## config.mk

```make
export PLATFORM = sky130hd
export DESIGN_NAME = out_port_vc_sw_alloc
export DESIGN_NICKNAME = d
export VERILOG_FILES = /design/src/rtl/router_pkg.sv /design/src/rtl/rr_arbiter.sv /design/src/rtl/out_port_vc_sw_alloc.sv
export SDC_FILE = /design/constraint.sdc
export NUM_CORES = 1
export LEC_CHECK = 0
export ABC_AREA = 1
export CAP_MARGIN = 20
export CELL_PAD_IN_SITES_DETAIL_PLACEMENT = 1
export CELL_PAD_IN_SITES_GLOBAL_PLACEMENT = 1
export CORE_AREA = 2 2 138 140
export CTS_CLUSTER_DIAMETER = 40
export CTS_CLUSTER_SIZE = 10
export DETAILED_ROUTE_END_ITERATION = 8
export DIE_AREA = 0 0 140 142
export PLACE_DENSITY = 0.77
export SYNTH_ARGS = -nofsm -noshare
export SYNTH_HDL_FRONTEND = slang
export SYNTH_HIERARCHICAL = 1
export SYNTH_SLANG_ARGS = --single-unit
```

## constraint.sdc

```tcl
create_clock -name clk -period 6.5 [get_ports clk]
set_clock_uncertainty 0.15 [all_clocks]
set_input_delay 0.65 -clock clk [delete_from_list [all_inputs] [get_ports clk]]
set_output_delay 0.65 -clock clk [all_outputs]
set_load 0.03 [all_outputs]
```

## src/rtl/router_pkg.sv

```systemverilog
// Shared router types: flit encoding, channel layout and VC/credit sizing used
// by every output-port controller.
package router_pkg;

    localparam int NUM_PORTS      = 5;
    localparam int NUM_VCS        = 2;
    localparam int CREDITS_PER_VC = 4;
    localparam int VCID_W         = (NUM_VCS > 1) ? $clog2(NUM_VCS) : 1;
    localparam int DEST_W         = 4;
    localparam int DATA_W         = 16;

    typedef enum logic [2:0] {
        FT_I  = 3'd0,
        FT_H  = 3'd1,
        FT_B  = 3'd2,
        FT_T  = 3'd3,
        FT_HT = 3'd4
    } flit_type_t;

    typedef struct packed {
        flit_type_t          ftype;
        logic [VCID_W-1:0]   fvcid;
        logic [DEST_W-1:0]   dest;
    } head_t;

    typedef struct packed {
        head_t               head;
        logic [DATA_W-1:0]   data;
    } channel_t;

    localparam channel_t IDLE_FLIT = '{head: '{ftype: FT_I, fvcid: '0, dest: '0}, data: '0};

    function automatic logic is_head(input flit_type_t ft);
        return (ft == FT_H) || (ft == FT_HT);
    endfunction

    function automatic logic is_body(input flit_type_t ft);
        return (ft == FT_B) || (ft == FT_T);
    endfunction

endpackage

```

## src/rtl/rr_arbiter.sv

```systemverilog
// Round-robin picker: first set request at or after ptr_i, wrapping modulo N.
module rr_arbiter #(
    parameter int N  = 2,
    parameter int PW = (N > 1) ? $clog2(N) : 1
) (
    input  logic [N-1:0]  req_i,
    input  logic [PW-1:0] ptr_i,
    output logic [N-1:0]  gnt_o,
    output logic [PW-1:0] idx_o,
    output logic          valid_o
);

    int unsigned pos_s;
    logic        hit_s;

    // Scan N positions starting at the pointer; the first hit wins.
    always_comb begin
        gnt_o   = '0;
        idx_o   = '0;
        valid_o = 1'b0;
        pos_s   = 32'd0;
        hit_s   = 1'b0;
        for (int k = 0; k < N; k++) begin
            pos_s          = (32'(ptr_i) + 32'(k)) % 32'(N);
            hit_s          = !valid_o && req_i[pos_s[PW-1:0]];
            gnt_o[pos_s[PW-1:0]] = gnt_o[pos_s[PW-1:0]] | hit_s;
            idx_o          = hit_s ? PW'(pos_s) : idx_o;
            valid_o        = valid_o | hit_s;
        end
    end

endmodule

```

## src/rtl/out_port_vc_sw_alloc.sv

```systemverilog
// Output-port controller: switch arbitration among requesters, downstream VC
// allocation on heads held until the tail, and per-VC credit tracking.
module out_port_vc_sw_alloc
    import router_pkg::*;
#(
    parameter int NUM_REQ        = router_pkg::NUM_PORTS,
    parameter int NUM_VCS        = router_pkg::NUM_VCS,
    parameter int CREDITS_PER_VC = router_pkg::CREDITS_PER_VC
) (
    input  logic                clk,
    input  logic                arst_n,
    input  logic [NUM_REQ-1:0]  req_valid,
    input  channel_t            req_flit [NUM_REQ],
    output logic [NUM_REQ-1:0]  grant,
    output channel_t            flit_out,
    input  logic [NUM_VCS-1:0]  credits_in,
    output logic                err
);

    localparam int RW = (NUM_REQ > 1) ? $clog2(NUM_REQ) : 1;
    localparam int VW = (NUM_VCS > 1) ? $clog2(NUM_VCS) : 1;
    localparam int CW = $clog2(CREDITS_PER_VC + 1);
    localparam logic [CW-1:0] CRED_MAX = CW'(CREDITS_PER_VC);

    logic [NUM_VCS-1:0]  busy_q, busy_d;
    logic [RW-1:0]       owner_q    [NUM_VCS];
    logic [RW-1:0]       owner_d    [NUM_VCS];
    logic [CW-1:0]       cred_q     [NUM_VCS];
    logic [CW-1:0]       cred_d     [NUM_VCS];
    logic [NUM_REQ-1:0]  alloc_v_q, alloc_v_d;
    logic [VW-1:0]       alloc_vc_q [NUM_REQ];
    logic [VW-1:0]       alloc_vc_d [NUM_REQ];
    logic [RW-1:0]       sw_ptr_q, sw_ptr_d;
    logic [VW-1:0]       vc_ptr_q, vc_ptr_d;
    channel_t            flit_out_q, flit_out_d;
    logic                err_q, err_d;

    logic [NUM_VCS-1:0]  vc_free_s, vc_gnt_s, dec_s, ovf_s;
    logic [VW-1:0]       vc_pick_s, tgt_vc_s;
    logic                vc_any_s;
    logic [NUM_REQ-1:0]  elig_s, proto_err_s, sw_gnt_s;
    logic [RW-1:0]       win_s;
    logic                win_valid_s, win_head_s;
    channel_t            win_flit_s;

    // A VC can be handed to a new head only if it is idle and has buffer space.
    always_comb begin
        for (int v = 0; v < NUM_VCS; v++) begin
            vc_free_s[v] = !busy_q[v] && (cred_q[v] != '0);
        end
    end

    // Per-requester eligibility and protocol-violation detection.
    always_comb begin
        elig_s      = '0;
        proto_err_s = '0;
        for (int i = 0; i < NUM_REQ; i++) begin
            elig_s[i] = req_valid[i] &&
                        ((is_body(req_flit[i].head.ftype) && alloc_v_q[i] &&
                          (cred_q[alloc_vc_q[i]] != '0)) ||
                         (is_head(req_flit[i].head.ftype) && !alloc_v_q[i] && vc_any_s));
            proto_err_s[i] = req_valid[i] &&
                             ((is_body(req_flit[i].head.ftype) && !alloc_v_q[i]) ||
                              (is_head(req_flit[i].head.ftype) && alloc_v_q[i]));
        end
    end

    rr_arbiter #(.N(NUM_REQ), .PW(RW)) u_sw_arb (
        .req_i   (elig_s),
        .ptr_i   (sw_ptr_q),
        .gnt_o   (sw_gnt_s),
        .idx_o   (win_s),
        .valid_o (win_valid_s)
    );

    rr_arbiter #(.N(NUM_VCS), .PW(VW)) u_vc_arb (
        .req_i   (vc_free_s),
        .ptr_i   (vc_ptr_q),
        .gnt_o   (vc_gnt_s),
        .idx_o   (vc_pick_s),
        .valid_o (vc_any_s)
    );

    assign win_flit_s = req_flit[win_s];
    assign win_head_s = win_valid_s && is_head(win_flit_s.head.ftype);
    assign tgt_vc_s   = win_head_s ? vc_pick_s : alloc_vc_q[win_s];

    // Credit counters: return and consume on the same VC cancel out; an
    // overflowing return saturates and is flagged.
    always_comb begin
        ovf_s = '0;
        for (int v = 0; v < NUM_VCS; v++) begin
            dec_s[v] = win_valid_s &&
                       (win_head_s ? vc_gnt_s[v] : (alloc_vc_q[win_s] == VW'(v)));
            if (credits_in[v] && !dec_s[v] && (cred_q[v] == CRED_MAX)) begin
                cred_d[v] = cred_q[v];
                ovf_s[v]  = 1'b1;
            end else begin
                cred_d[v] = cred_q[v] + CW'(credits_in[v]) - CW'(dec_s[v]);
            end
        end
    end

    // Allocation, pointer and output-flit next state for the granted flit.
    always_comb begin
        busy_d     = busy_q;
        owner_d    = owner_q;
        alloc_v_d  = alloc_v_q;
        alloc_vc_d = alloc_vc_q;
        sw_ptr_d   = sw_ptr_q;
        vc_ptr_d   = vc_ptr_q;
        err_d      = err_q | (|proto_err_s) | (|ovf_s);
        flit_out_d = IDLE_FLIT;
        if (win_valid_s) begin
            sw_ptr_d = (win_s == RW'(NUM_REQ - 1)) ? '0 : win_s + 1'b1;
            flit_out_d = win_flit_s;
            flit_out_d.head.fvcid = VCID_W'(tgt_vc_s);
            if (win_head_s) begin
                vc_ptr_d = (vc_pick_s == VW'(NUM_VCS - 1)) ? '0 : vc_pick_s + 1'b1;
                owner_d[vc_pick_s] = win_s;
                // A single-flit HT packet never reserves the VC.
                if (win_flit_s.head.ftype == FT_H) begin
                    busy_d[vc_pick_s]   = 1'b1;
                    alloc_v_d[win_s]    = 1'b1;
                    alloc_vc_d[win_s]   = vc_pick_s;
                end else begin
                    alloc_v_d[win_s]    = 1'b0;
                end
            end else begin
                err_d = err_d | (owner_q[tgt_vc_s] != win_s) | !busy_q[tgt_vc_s];
                if (win_flit_s.head.ftype == FT_T) begin
                    busy_d[tgt_vc_s]    = 1'b0;
                    alloc_v_d[win_s]    = 1'b0;
                end else begin
                    busy_d[tgt_vc_s]    = 1'b1;
                end
            end
        end else begin
            flit_out_d = IDLE_FLIT;
        end
    end

    // State registers; reset drops every allocation and refills all credits.
    always_ff @(posedge clk or negedge arst_n) begin
        if (!arst_n) begin
            busy_q     <= '0;
            alloc_v_q  <= '0;
            sw_ptr_q   <= '0;
            vc_ptr_q   <= '0;
            err_q      <= 1'b0;
            flit_out_q <= IDLE_FLIT;
            for (int v = 0; v < NUM_VCS; v++) begin
                cred_q[v]  <= CRED_MAX;
                owner_q[v] <= '0;
            end
            for (int i = 0; i < NUM_REQ; i++) begin
                alloc_vc_q[i] <= '0;
            end
        end else begin
            busy_q     <= busy_d;
            alloc_v_q  <= alloc_v_d;
            sw_ptr_q   <= sw_ptr_d;
            vc_ptr_q   <= vc_ptr_d;
            err_q      <= err_d;
            flit_out_q <= flit_out_d;
            for (int v = 0; v < NUM_VCS; v++) begin
                cred_q[v]  <= cred_d[v];
                owner_q[v] <= owner_d[v];
            end
            for (int i = 0; i < NUM_REQ; i++) begin
                alloc_vc_q[i] <= alloc_vc_d[i];
            end
        end
    end

    assign grant    = sw_gnt_s;
    assign flit_out = flit_out_q;
    assign err      = err_q;

endmodule
```

==> results of run 1 <==
layout make-up:
class                      count  area, sq um
timing repair inverter         1        5.005
tap                          234        292.8
inverter                     109        415.4
multi-input combinational    649         3822
clock inverter                 1        30.03
sequential                    53         1330
clock buffer                   7        142.6
timing repair buffer         218         2022
fill                        2334        10400
worst register-to-register path, delay by kind of cell (launching register included):
family,cells,cell delay [ns]
adders and majority gates,7,1.65
and+or+nand+nor,17,1.51
buffers and inverters,13,1.10
AOI/OAI and AO/OA,5,0.79
xor gates and xnor gates,2,0.47
DFF,1,0.39
cells in the mapped netlist (6+ instances only):
library cell | n | share of area
ha_1 | 27 | 0.062
nand3_1 | 70 | 0.064
xor2_1 | 6 | 0.0096
o21ai_0 | 47 | 0.043
o21ai_1 | 6 | 0.0055
inv_1 | 95 | 0.065
o22ai_1 | 6 | 0.0069
a41oi_1 | 20 | 0.032
nand3b_1 | 6 | 0.0083
inv_2 | 12 | 0.0083
nor3_1 | 9 | 0.0083
clkbuf_1 | 14 | 0.0096
nand3_2 | 10 | 0.018
nand2_2 | 13 | 0.015
nand4_1 | 9 | 0.010
o211ai_1 | 7 | 0.0096
a22oi_1 | 20 | 0.028
dfrtp_1 | 51 | 0.23
nand2_1 | 235 | 0.16
nor2_1 | 71 | 0.049
a31oi_1 | 6 | 0.0069
a21oi_1 | 27 | 0.025
cells by family after synthesis:
kind of cell	after synthesis	synth area share
mux	2	0.004134
simple gates	449	0.3847
fa+ha+maj	29	0.06936
buf+inv	131	0.09462
flops	53	0.2439
xor+xnor	12	0.02067
compound gates	157	0.1826
power groups by stage:
stage | sequential (W) | clock (W) | combinational, W
floorplan | 0.000375 | 0 | 0.000112
global placement | 0.000379 | 0 | 0.000228
detailed placement | 0.000381 | 0 | 0.000238
CTS | 0.000375 | 0.000326 | 0.000239
global route | 0.000377 | 0.000336 | 0.000262
finish | 0.000375 | 0.000322 | 0.000238
per-stage QoR:
stage          cell area (sq um)  std cells  setup WS, ns  TNS [ns]  total power [W]
6_report                    8060       1272        0.3212         0        0.0009349
5_1_grt                     8060       1272      -0.08397   -0.2016        0.0009754
4_1_cts                     7724       1255       0.01871         0        0.0009394
3_5_place_dp                7485       1241       -0.3026   -0.9452        0.0006190
3_3_place_gp                7485       1241      -0.01515  -0.02633        0.0006076
2_1_floorplan               5448        833        0.1403         0        0.0004877
worst min-delay path by stage:
stage | from | end | slack, ns | depth (start not counted)
2_1_floorplan | arst_n | asynchronous set/reset pin | 0.20 | 0
3_3_place_gp | owner_q[3] | owner_q[3] | 0.32 | 2
3_5_place_dp | owner_q[3] | owner_q[3] | 0.33 | 2
4_1_cts | owner_q[3] | owner_q[3] | 0.35 | 2
5_1_grt | owner_q[3] | owner_q[3] | 0.38 | 2
6_report | arst_n | flit_out[7] | 0.34 | 2
per-layer routing:
layer | part of all wire | GRT usage | vias to the layer above
li1 | - | - | 3168
met4 | 0.022 | 0.05688 | 0
met1 | 0.38 | 0.2205 | 3041
met3 | 0.069 | 0.05888 | 25
met2 | 0.53 | 0.3925 | 168
met5 | 0 | 0 | -
timing repair:
action,4_1_cts,5_1_grt
pin swaps,1,20
gates cloned,1,0
resized for setup,9,51
buffers inserted,5,17
hold endpoints to repair,0,0
setup endpoints to repair,5,12
==> run summary, run 1 <==
Status -> finished, final reports clean
Crit path max fanout -> 6
WL final -> 20810 microns
Io pins -> 159
Stages on worst setup path -> 44
Crit. End Element -> register
Min Hold Slack -> 0.3417 ns
Pin count of the biggest net entering global routing -> 54
Final hold vios -> 0
Final Setup Violations -> 0
FF-to-FF End -> cred_q[1]
Syn nets -> 991
Core Rows -> 50
Peak supply drop -> 0.1208 mV
R2R depth -> 44
Number of flops mapped to enable cells by yosys -> 0
Comb power frac -> 0.254
Sw Pwr -> 0.0002532 W
Drt pass-1 iters -> 6
CTS root buffer -> clkbuf_16
Detail Route Antenna Nets -> 0
Synth Register Bits -> 53
CP Launch Type -> register
WL/cell -> 16.36 microns
Most common cell on crit path -> inv_2
Worst path bufs/invs -> 13
Initial antenna violation count -> 0
Yosys warning count -> 6
Vias/cell -> 5.033
Fin crit share -> 0.9506
Tmin final -> 6.179 ns
CTS HTree Levels -> 2
Clk pwr share -> 0.345
FF-to-FF setup slack -> 0.32 ns
First-pass GRT wire length -> 32980 microns
Chip width -> 140 microns
Hold buffer count at CTS -> 0
Final Util -> 0.4367
Slew at the pin closest to its max-slew limit -> 0.7232 ns
Reg clk slew, reported paths -> 0.07 ns
Register area share after synthesis -> 0.2439
CP Class -> register to register
Worst slew margin -> 0.5174
Sequential power share -> 0.401
Share of cells above drive strength 1 -> 0.1753
Die H -> 142 microns
Worst Path Required -> 6.55 ns
Most frequent cells in the layout -> nand2_1, clkdlybuf4s50_1, inv_1
RR Startpoint -> sw_ptr_q[1]
Max_cap viols -> 0
Slew Limit Fails -> 0
Synth-to-Final Area Change -> 47.96%
Fmax -> 0.1618 GHz
Die area -> 0.01988 sq mm
Synth cell types -> 54
CTS tree -> built
Critical path origin -> sw_ptr_q[1]
Net Sw Frac -> 0.2708
# DRC -> 0
Vias in the first global route -> 6754
Final #Nets -> 1195
ANT cells -> 0
Total vias in the final route -> 6402
Leak Pwr -> 3.544 nW
Fraction of registers with async set/reset -> 1.000
Mean Syn Cell Area -> 6.540 sq um
Clock insertion delay at the later pin of the skew report -> 0.30 ns
Internal power -> 0.0006817 W
Mapped Cells -> 833
Largest stage delay, worst path -> 0.41 ns
Mapped cell area -> 0.005448 sq mm
Cts bufs inserted -> 5
Final HPWL DP -> 16490 microns
Min-delay worst type -> primary input to asynchronous set/reset pin
Initial DRC Count -> 236
Core area -> 0.01846 sq mm
PortBufs -> 153
Initial Util -> 0.2952
Clock buffer depth -> 2
# clock sinks -> 53
Critical-path top delay cell -> fa_2
GRT Residual Overflow -> 0
Commonest non-fill, non-tap cell in the layout -> nand2_1
Routability Congestion -> 0.8577
CP arrival -> 6.22 ns
PwrDens -> 116.0 mW/mm^2
Delay-heaviest family, CP -> adder cells
Post-synth top flop -> dfrtp_1
GRT Total Usage -> 0.2052
Worst setup path endpoint -> cred_q[1]
Note: power is estimated with default switching activity, not from simulation.
==> run 2: changes to the inputs <==
--- a/config.mk
+++ b/config.mk
@@ -14,6 +14,7 @@
 export CTS_CLUSTER_SIZE = 10
 export DETAILED_ROUTE_END_ITERATION = 8
 export DIE_AREA = 0 0 140 142
+export GPL_ROUTABILITY_DRIVEN = 0
 export PLACE_DENSITY = 0.77
 export SYNTH_ARGS = -nofsm -noshare
 export SYNTH_HDL_FRONTEND = slang
==> results of run 2 <==
The final DEF is identical to that of run 1; final timing and power are the same.
==> RTL change 1: new RTL, flow settings as in run 1 <==
`CREDITS_PER_VC`: 4 -> 8.
--- a/src/rtl/router_pkg.sv
+++ b/src/rtl/router_pkg.sv
@@ -5,5 +5,5 @@
     localparam int NUM_PORTS      = 5;
     localparam int NUM_VCS        = 2;
-    localparam int CREDITS_PER_VC = 4;
+    localparam int CREDITS_PER_VC = 8;
     localparam int VCID_W         = (NUM_VCS > 1) ? $clog2(NUM_VCS) : 1;
     localparam int DEST_W         = 4;
Check against the original RTL: not settled (the Yosys comparison gave no result); the edit may change what the design does.
==> RTL change 1 against run 1 <==
  * Utilization up 1.8 points
  * Wire length is 0.52% higher
  * Sequential cell count rose by 2
  * Cell area rose by 4.1%
  * First-iteration DRC count down 33%
  * Count of clock-buffer cells in the layout unchanged
  * Sequential share of layout area is 0.056 points lower
  * Worst setup slack worse by 0.12 ns
  * Critical path depth down 4
  * Area after synthesis up 4.6%
  * Critical path type unchanged
  * Critical endpoint is now cred_q[6]
Power is left out: the tool's default activity adds up to more than one toggle a clock period on the data nets, which glitch-free logic cannot reach.
==> RTL change 1: results (changes against run 1) <==
| Metric | Value |
|---|---|
| Pin count of the biggest net entering global routing | 56 (+3.7%) |
| Placed instance count | 1268 (+2.2%) |
| Worst slew margin | 0.497 (-0.0199) |
| Wire length on met2 | 11000 um (+0.37%) |
| DRT Pass-1 Iters | 4 (-2) |
| Post-synth top cells | nand2_1 (241), inv_1 (99), nor2_1 (72) |
| Seq/Total Area, Yosys | 0.242 (-0.00198) |
| WP data arrival | 6.35 ns (+0.13 ns) |
| Pre-CTS setup slack | 0.0165 ns (+0.319 ns) |
| Final #Nets | 1242 (+3.9%) |
| Iteration-0 DRC Markers | 159 (-33%) |
| Wire per inst | 16.0 um (-2.5%) |
| Path depth of the worst reg2reg path | 40 (-9.1%) |
| Reg-to-Reg End | cred_q[6] |
| Final wirelength | 20900 um (+0.52%) |
| Met1 WL | 8100 um (+1.5%) |
| Post-synthesis net count | 1025 (+3.4%) |
| Met3 GRT Util | 0.0448 (-0.0141) |
| Slowest CP cell | dfrtp_1 |
| Met2 Use GR | 0.386 (-0.00622) |
| Global-route track usage on met1 | 0.223 (+0.00232) |
| Status | complete, no violations |
| Vias in the first global route | 6923 (+2.5%) |
| Vias per cell | 5.10 (+1.4%) |
| Share of cells above drive strength 1 | 0.189 (+0.0141) |
| DR WL met3 | 1120 um (-23%) |
| Routability Congestion | 0.841 (-2.0%) |
| Final setup margin | 0.199 ns (-0.123 ns) |
| HPWL after DPL | 16700 um (+0.97%) |
| Placement Cell Area | 7730 um2 (+3.2%) |
| Final hold slack | 0.337 ns (-0.00464 ns) |
| Synth top area cells | dfrtp_1 (23%), nand2_1 (16%), ha_1 (7.7%) |
| Crit Path Max Fanout | 7 (+1) |
| Synth cell types | 55 (+1.9%) |
| Gate Count Post-Synth | 859 (+3.1%) |
| Total Routing Usage GR | 0.204 (-0.00116) |
RTL change 1: cell count changes in the layout (fill, tap and decap cells not counted), sizes merged, moves of 4 or more:
cell    delta
nor3       -4
nand2      +6
o21ai      +6
o211ai     -4
buf       +15
ha         +8
a21oi      +4
RTL change 1: area by class of cell:
cell class              instances  area, um2
repair buffers                233       2140
flip-flops and latches         55       1380
repair inverters                1       5.00
fillers                      2368      10100
clock buffers                   7        143
well taps                     234        293
inverters                     110        423
clock inverters                 1       8.76
multi-input cells             670       4000
RTL change 1: logic make-up (layout without fill, tap and decap cells):
group           after synthesis  after routing  share of synthesized area
mux                           3              3                    0.00593
compound gates              166            166                      0.188
fa+ha+maj                    37             37                     0.0839
buf+inv                     134            352                     0.0975
flops                        55             55                      0.242
simple gates                452            452                      0.363
xor+xnor                     12             12                     0.0198
RTL change 1: timing repair:
item	CTS	global route
resized for setup	2	66
gates cloned	0	2
hold buffers	0	0
setup buffers	0	33
pin swaps	0	27
endpoints found under the setup margin	2	18
==> RTL change 2: new RTL, flow settings as in run 1 <==
Made on the original files. Reset style: synchronous (`arst_n`), changed in one clocked block.
--- a/src/rtl/out_port_vc_sw_alloc.sv
+++ b/src/rtl/out_port_vc_sw_alloc.sv
@@ -142,5 +142,5 @@
 
     // State registers; reset drops every allocation and refills all credits.
-    always_ff @(posedge clk or negedge arst_n) begin
+    always_ff @(posedge clk) begin
         if (!arst_n) begin
             busy_q     <= '0;
Check against the original RTL: not settled (the Yosys comparison gave no result); the edit may change what the design does.
==> RTL change 2 against run 1 <==
  * Critical path type unchanged
  * Via count rose by 1.6%
  * Highest routed layer unchanged
  * Sequential share of layout area down 2.0 points
  * Cell area decreased by 0.67%
  * Sequential cell count grew 5
  * Area after synthesis is 1.0% lower
  * Worst setup slack got worse by 0.044 ns
  * Die area stayed put
  * Wire length is 3.3% higher
  * Critical endpoint is now cred_q[1][2]
Power is not shown: default switching activity piles up to over one toggle a cycle in this logic, so the estimate is an artifact.
==> RTL change 2: results (changes against run 1) <==
| Metric | Value |
|---|---|
| Status | complete, no violations |
| Hold Crit Class | reg2reg |
| First-pass GRT wire length | 34000 um (+3.0%) |
| Clk_lat worst skew | 0.33 ns (+0.03 ns) |
| Predominant post-synthesis flop cell | dfxtp_1 |
| Post-synth top cells | nand2_1 (212), inv_1 (102), nand3_1 (70) |
| Share of cells above drive strength 1 | 0.179 (+0.00395) |
| Gate Count Post-Synth | 846 (+1.6%) |
| Wire per inst | 16.8 um (+2.9%) |
| Via count | 6507 (+1.6%) |
| Vias in the first global route | 6987 (+3.4%) |
| Seq/Total Area, Yosys | 0.215 (-0.0286) |
| WP data arrival | 6.29 ns (+0.07 ns) |
| Pin count of the biggest net entering global routing | 25 (-54%) |
| Synth top area share | 0.215 (-0.0189) |
| HPWL after DPL | 17000 um (+3.1%) |
| Placed instance count | 1247 (+0.48%) |
| Final Non-Filler Cells | 1277 (+0.39%) |
| Synth cell types | 49 (-9.3%) |
| Tightest Pin Transition | 0.934 ns (+0.211 ns) |
| CP top delay family | simple AND/OR/NAND/NOR gates |
| Fraction of registers with async set/reset | 0 (-1.00) |
| Antenna violations before repair | 0 (unchanged) |
| # fillers | 2364 (+1.3%) |
| Iteration-0 DRC Markers | 295 (+25%) |
| Synth top area cells | dfxtp_1 (22%), nand2_1 (15%), inv_1 (7.1%) |
| Routability Congestion | 0.868 (+1.2%) |
| Worst-path clk slew | 0.05 ns (-0.02 ns) |
| Number of CTS-inserted buffers | 9 (+4) |
| Post-synthesis net count | 1004 (+1.3%) |
| H-tree Lvls | 3 (+1) |
| CP peak stage delay | 0.35 ns (-0.06 ns) |
| Total Routing Usage GR | 0.214 (+0.00849) |
==> RTL change 2: cell count changes in the layout (fill, tap and decap cells not counted), moves of 8 or more <==
| cell | run 1 | this run |
|---|---|---|
| buf_4 | 64 | 49 |
| a21oi_1 | 24 | 42 |
| nand2_1 | 228 | 204 |
| dfrtp_1 | 50 | 0 |
| nor2_1 | 66 | 52 |
| dfxtp_1 | 0 | 57 |
| nand2_2 | 19 | 32 |
| inv_1 | 88 | 96 |
==> RTL change 2: metal layers <==
metal,up-vias,global-route usage,share of wire
met2,174,0.403,0.52
met4,0,0.0856,0.033
met1,3074,0.221,0.38
li1,3217,-,-
met5,-,0,0
met3,42,0.0646,0.066
==> RTL change 2: worst paths after layout <==
kind	startpoint	end	slack, ns
hold reg to reg	owner_q[4]	owner_q[4]	0.30
hold / removal	owner_q[4]	owner_q[4]	0.30
setup / recovery	sw_ptr_q[1]	cred_q[1][2]	0.28
setup reg to reg	sw_ptr_q[1]	cred_q[1][2]	0.28
==> RTL change 2: logic make-up (layout without fill, tap and decap cells) <==
kind of cell	count (synthesis)	count (layout)	share of synthesized area
AND/OR/NAND/NOR	431	431	0.379
AO/OA/AOI/OAI	179	179	0.213
buffers and inverters	139	336	0.106
flip-flops	58	58	0.215
adder cells (fa/ha/maj)	29	29	0.0701
XOR/XNOR	10	10	0.0176
==> RTL change 2: final cells by class <==
cell class / count / share of cell area
Clock buffer: 14 / 0.0330
Sequential cell: 58 / 0.145
Tap cell: 234 / 0.0366
Clock inverter: 2 / 0.00438
Inverter: 117 / 0.0564
Multi-Input combinational cell: 649 / 0.485
Timing Repair Buffer: 203 / 0.240
==> RTL change 2: stage by stage <==
step / cell area (um2) / hold slack [ns] / setup WS (ns)
floorplan: 5390 / 0.274 / 0.192
global placement: 7380 / 0.282 / -0.0215
detailed placement: 7380 / 0.289 / -0.264
CTS: 7710 / 0.297 / 0.0460
global route: 8010 / 0.344 / -0.193
finish: 8010 / 0.300 / 0.277
==> RTL change 2: worst register-to-register path: cells and delay by family, from the launching register on <==
family	cells	cell delay [ns]
AND/OR/NAND/NOR	19	2.00
adder cells (fa/ha/maj)	7	1.60
AO/OA/AOI/OAI	6	0.93
buffers and inverters	11	0.88
flip-flops	1	0.31
XOR/XNOR	1	0.22
==> RTL change 2: what timing repair did <==
item | CTS | global route
setup buffers | 3 | 11
cloned | 0 | 0
endpoints found under the setup margin | 4 | 24
pin swaps | 1 | 18
gates resized for setup | 2 | 55
